--- src/rtl/request_encoder.sv ---
// request_encoder: debounces four request buttons, encodes presses into
// 3-bit request codes and keeps up to two pending requests in arrival order.
//
// Ports:
//   clk    - system clock, rising edge
//   rst_n  - asynchronous active-low reset
//   B      - raw asynchronous button levels, active-high
//   ACK    - one-cycle pulse, oldest request (F1) serviced
//   F1     - oldest pending request code (3'b000 = none)
//   F2     - second pending request code (3'b000 = none)
//   OVF    - one-cycle pulse, accepted press dropped because both slots full
//
// Build option: define DEBOUNCE_EN to compile the per-button debounce
// counters; without it the debounced level is the synchronized level.
module request_encoder #(
    parameter int DEB_CYCLES = 16,
    parameter int CNT_W      = 5
) (
    input  logic       clk,
    input  logic       rst_n,
    input  logic [3:0] B,
    input  logic       ACK,
    output logic [2:0] F1,
    output logic [2:0] F2,
    output logic       OVF
);

    typedef enum logic [1:0] {
        S_EMPTY,
        S_ONE,
        S_TWO
    } state_e;

    logic [3:0] sync1_q;
    logic [3:0] sync2_q;
    logic [3:0] lvl;
    logic [3:0] prev_q;
    logic [3:0] rise;
    logic [3:0] pend_q;
    logic [3:0] pend_d;
    logic [3:0] elig;
    logic [3:0] sel_oh;
    logic       sel_v;
    logic [2:0] sel_code;

    state_e     state_q;
    state_e     state_d;
    logic [2:0] f1_q;
    logic [2:0] f1_d;
    logic [2:0] f2_q;
    logic [2:0] f2_d;
    logic       ovf_q;
    logic       ovf_d;

    logic       pop;
    logic       dup;
    logic       cand;
    logic [2:0] f1_a;
    logic [2:0] f2_a;

    if (DEB_CYCLES < 2 || (2 ** CNT_W) <= DEB_CYCLES) begin : g_bad_params
        $error("request_encoder: DEB_CYCLES/CNT_W out of range");
    end

    always_ff @(posedge clk or negedge rst_n) begin
        if (!rst_n) begin
            sync1_q <= '0;
            sync2_q <= '0;
        end else begin
            sync1_q <= B;
            sync2_q <= sync1_q;
        end
    end

`ifdef DEBOUNCE_EN
    localparam logic [CNT_W-1:0] CNT_LAST = CNT_W'(DEB_CYCLES - 1);

    logic [3:0]       deb_q;
    logic [3:0]       deb_d;
    logic [CNT_W-1:0] cnt_q [4];
    logic [CNT_W-1:0] cnt_d [4];

    // Counter runs only while the synchronized input disagrees with the
    // debounced level; any agreeing sample restarts the count.
    always_comb begin
        deb_d = deb_q;
        for (int i = 0; i < 4; i++) begin
            cnt_d[i] = '0;
            if (sync2_q[i] != deb_q[i]) begin
                if (cnt_q[i] == CNT_LAST) begin
                    deb_d[i] = ~deb_q[i];
                end else begin
                    cnt_d[i] = cnt_q[i] + CNT_W'(1);
                end
            end
        end
    end

    always_ff @(posedge clk or negedge rst_n) begin
        if (!rst_n) begin
            deb_q <= '0;
            for (int i = 0; i < 4; i++) begin
                cnt_q[i] <= '0;
            end
        end else begin
            deb_q <= deb_d;
            for (int i = 0; i < 4; i++) begin
                cnt_q[i] <= cnt_d[i];
            end
        end
    end

    assign lvl = deb_q;
`else
    assign lvl = sync2_q;
`endif

    always_ff @(posedge clk or negedge rst_n) begin
        if (!rst_n) begin
            prev_q <= '0;
        end else begin
            prev_q <= lvl;
        end
    end

    assign rise = lvl & ~prev_q;

    // A fresh rising edge is eligible in the same cycle it is seen, so
    // acceptance adds only one cycle after the debounced level rises.
    assign elig = pend_q | rise;

    always_comb begin
        sel_v    = 1'b1;
        sel_oh   = 4'b0000;
        sel_code = 3'b000;
        unique casez (elig)
            4'b???1: begin sel_oh = 4'b0001; sel_code = 3'b001; end
            4'b??10: begin sel_oh = 4'b0010; sel_code = 3'b011; end
            4'b?100: begin sel_oh = 4'b0100; sel_code = 3'b100; end
            4'b1000: begin sel_oh = 4'b1000; sel_code = 3'b110; end
            default: sel_v = 1'b0;
        endcase
    end

    // Queue contents as they stand after any same-cycle retire; the
    // duplicate filter compares against these.
    assign pop  = ACK && (state_q != S_EMPTY);
    assign f1_a = pop ? f2_q : f1_q;
    assign f2_a = pop ? 3'b000 : f2_q;
    assign dup  = sel_v && (sel_code == f1_a || sel_code == f2_a);
    assign cand = sel_v && !dup;

    always_comb begin
        state_d = state_q;
        f1_d    = f1_q;
        f2_d    = f2_q;
        ovf_d   = 1'b0;
        pend_d  = elig & ~sel_oh;
        unique case (state_q)
            S_EMPTY: begin
                if (cand) begin
                    state_d = S_ONE;
                    f1_d    = sel_code;
                end
            end
            S_ONE: begin
                if (ACK && cand) begin
                    f1_d = sel_code;
                end else if (ACK) begin
                    state_d = S_EMPTY;
                    f1_d    = 3'b000;
                end else if (cand) begin
                    state_d = S_TWO;
                    f2_d    = sel_code;
                end
            end
            S_TWO: begin
                if (ACK) begin
                    f1_d = f2_q;
                    if (cand) begin
                        f2_d = sel_code;
                    end else begin
                        state_d = S_ONE;
                        f2_d    = 3'b000;
                    end
                end else if (cand) begin
                    ovf_d = 1'b1;
                end
            end
            default: begin
                state_d = S_EMPTY;
                f1_d    = 3'b000;
                f2_d    = 3'b000;
            end
        endcase
    end

    always_ff @(posedge clk or negedge rst_n) begin
        if (!rst_n) begin
            state_q <= S_EMPTY;
            f1_q    <= 3'b000;
            f2_q    <= 3'b000;
            ovf_q   <= 1'b0;
            pend_q  <= '0;
        end else begin
            state_q <= state_d;
            f1_q    <= f1_d;
            f2_q    <= f2_d;
            ovf_q   <= ovf_d;
            pend_q  <= pend_d;
        end
    end

    assign F1  = f1_q;
    assign F2  = f2_q;
    assign OVF = ovf_q;

endmodule
--- config.mk ---
export PLATFORM = sky130hd
export DESIGN_NAME = request_encoder
export DESIGN_NICKNAME = d
export VERILOG_FILES = /design/src/rtl/request_encoder.sv
export SDC_FILE = /design/constraint.sdc
export NUM_CORES = 1
export LEC_CHECK = 0
export BUFFER_PORTS_ARGS = -buffer_cell sky130_fd_sc_hd__buf_4
export CAP_MARGIN = 15
export CORE_MARGIN = 3
export CORE_UTILIZATION = 40
export DETAILED_ROUTE_END_ITERATION = 8
export GPL_TIMING_DRIVEN = 0
export MAX_ROUTING_LAYER = met4
export PLACE_DENSITY = 0.66
export SYNTH_ARGS = -nofsm -noshare
export SYNTH_HDL_FRONTEND = slang
export SYNTH_SLANG_ARGS = --single-unit
--- constraint.sdc ---
create_clock -name clk -period 3.5 [get_ports clk]
set_input_delay 0.7 -clock clk [delete_from_list [all_inputs] [get_ports clk]]
set_output_delay 0.7 -clock clk [all_outputs]
set_load 0.02 [all_outputs]
==> key figures <==
Run status
  – Status: completed

Critical path
  – Crit path max fanout: 10
  – Startpoint Class: flip-flop
  – Worst-case reg-to-reg path depth: 8
  – Cells along the critical path: nor2b_4 > or4_4 > or4_4 > a311oi_2 > a21oi_2 > buf_6 > mux2i_1 > a211o_1
  – Nature of the critical path endpoint: flip-flop
  – CP delay by family, top: simple AND/OR/NAND/NOR gates
  – CP peak stage delay: between 500 and 600 ps
  – Slowest CP cell: or4_4
  – Reg2reg start: lvl[1]$_DFF_PN0_
  – Kind of critical path: flip-flop to flip-flop
  – Flop2flop setup slack: between 800 and 900 ps
  – RR Endpoint: state_q[0]$_DFFE_PN0P_
  – Most used cell along the critical path: or4_4
  – CP Data Required Time: 3730 ps
  – Critical path arrival: between 2000 and 3000 ps
  – Critical path buffer and inverter count: 1
  – Critical path depth in cells: 8

Synth
  – Number of synthesized flops with an enable pin: 0
  – Post-synth ARST share: 100%
  – Synth Cell Area: about 1300 µm²
  – Synthesis Warnings: 0
  – Sequential-to-total area share from yosys stat: between 40% and 50%
  – Avg Synthesized Cell Area: between 10 and 15 µm²
  – Post-synth top cells: dfrtp_1 (25), nor2_1 (12), inv_1 (11), nand2_1 (8)
  – Most frequent cell after synthesis: dfrtp_1
  – Yosys top cell area share: between 40% and 50%
  – Synth Net Count: ~140
  – Post-Synthesis Cells: approximately 130
  – Synth top area cells: dfrtp_1 (47%), ha_1 (3.8%), mux2i_1 (3.8%), nor2_1 (3.4%), inv_1 (3.1%)
  – Yosys cell types: between 40 and 50
  – Most used flip-flop cell after synthesis: dfrtp_1
  – Area leader, netlist: dfrtp_1
  – Seq cells post-synth: 25

Global route
  – Initial antenna violation count: 0
  – Global-route wire length before repair: roughly 4300 µm
  – GR Overflow Total: 0
  – Tot GR Track Use: 13.6%
  – Vias in the first global route: just under 1k
  – Largest net degree at the start of global routing: 26

Routing
  – DRT Wirelength: 2530 µm
  – DR DRC count: 0
  – DR vias/cell: roughly 5.4
  – First drt pass iteration count: 5
  – Post-route ant nets: 0
  – Starting DRC count in detailed routing: 41
  – WL/cell: 13.5 µm
  – Vias: a little over 1k

Clocking
  – Hold Buf Count CTS: 0
  – CTS tree: yes
  – Cts repair resizes: 0
  – H-tree levels: 1
  – Num Clock Sinks: 25
  – Post-CTS setup buffers: 0
  – Root Driver: clkbuf_4
  – Insertion delay to the later sink of the worst-skew pair: ~320 ps
  – CTS clk-pin slew, worst paths: around 140 ps
  – CTS Buf Count: 3
  – Clock Path Buffers: 2

Pwr
  – VDD IR max: between 0.3 and 0.4 mV
  – Total power: between 1000 and 1500 µW
  – Leakage: 0.000694 µW
  – PD cells: ~700 nW/µm²

STA
  – F_max: 372 MHz
  – Slew Limit Fails: 0
  – Hold Violations, Final: 0
  – Final setup fails: 0
  – Tmin final: approximately 2700 ps
  – Setup Skew: between 10 and 15 ps
  – Worst-Margin Slew: between 700 and 800 ps
  – Unrepaired setup endpoints after global routing: false
  – Final period util: 76.9%
  – Normalized max-slew margin: about 47%
  – Final setup TNS: 0 ps

Flow run
  – Max cap viols: 0

Floorplan
  – I/O pin count: 14
  – Die H: 63.7 µm
  – FP Rows: 20
  – Die X: 63.7 µm
  – Core area: between 3000 and 4000 µm²
  – Starting density of the core: a little over two fifths
  – Die area: a little over 4000 µm²

Placement
  – Final Wtd Congestion: 0.819
  – Placed Area: 1480 µm²
  – Dpl cells: 183
  – Post-DP HPWL: approximately 1900 µm
  – IO buf count: 13

Finish
  – Nets: ~160
  – Design area: about 1500 µm²
  – Fin cells: 187
  – Area growth, synth to finish: 13.7%
  – Layout cells sized above 1: between 20% and 30%
  – Final antenna diode count: 0

Worst hold path
  – Hold WC Path Type: primary input to async pin
[per-layer routing]
layer / part of all wire (%) / up-vias / track usage [%]
met5: 0 / - / -
met1: 48 / 486 / 17.8
met2: 47 / 27 / 21.5
met3: 3.3 / 6 / 1.96
met4: 1.3 / 0 / 4.85
li1: - / 493 / -
[worst max-delay path by stage]
stage,slack [ps],end,from
floorplan,940,state_q[0]$_DFFE_PN0P_,lvl[1]$_DFF_PN0_
global placement,830,state_q[0]$_DFFE_PN0P_,ACK
detailed placement,790,state_q[0]$_DFFE_PN0P_,ACK
CTS,790,state_q[0]$_DFFE_PN0P_,lvl[1]$_DFF_PN0_
global route,720,state_q[0]$_DFFE_PN0P_,lvl[1]$_DFF_PN0_
finish,810,state_q[0]$_DFFE_PN0P_,lvl[1]$_DFF_PN0_
[cells in the final DEF, fill, tap and decap left out, drive strengths merged, types with 2 or more instances in the layout]
cell type and count:
a32o 3, clkbuf 4, buf 16, a21oi 6, nand4 2, nand3 2
nor2 12, nand2b 3, a31oi 4, o21ai 4, or4 3, and3 2
dfrtp 25, a22oi 3, inv 11, mux2i 5, a211o 3, nor3b 2
ha 4, nand2 8, a311oi 2, nor2b 3
[sequential cells by signal, summed over array words and instances, names as in the netlist]
signal and cells:
prev_q 4, OVF 1, F1 3, lvl 4, sync1_q 4, state_q 2, F2 3, pend_q 4
[cell families after synthesis]
| kind of cell | share of synthesized area, % |
|---|---|
| multiplexers | 4.61 |
| other | 0.282 |
| buffers and inverters | 6.68 |
| AND/OR/NAND/NOR | 17.8 |
| adder cells (fa/ha/maj) | 3.76 |
| flip-flops | 47.0 |
| AO/OA/AOI/OAI | 19.8 |
[per-stage QoR]
stage          util, %  hold WS, ps  setup slack, ps
6_report          48.8          243              809
5_1_grt           48.8          256              721
4_1_cts           48.8          257              786
3_5_place_dp      47.8          335              793
3_3_place_gp      47.8          332              833
2_1_floorplan        -          331              941
[layout make-up]
type | count | area, µm²
clock inverter | 1 | 7.51
buffer | 4 | 47.5
tap | 44 | 55.1
sequential | 25 | 626
clock buffer | 3 | 22.5
inverter | 11 | 41.3
timing repair buffer | 13 | 97.6
fill | 301 | 1590
multi-input combinational | 86 | 616
[report_power, final]
group	total [µW]	switching (µW)	internal, µW
logic	535	294	241
clock network	131	87.0	43.6
registers	389	51.4	338
total	1050	432	623
(Power assumes the default switching activity.)
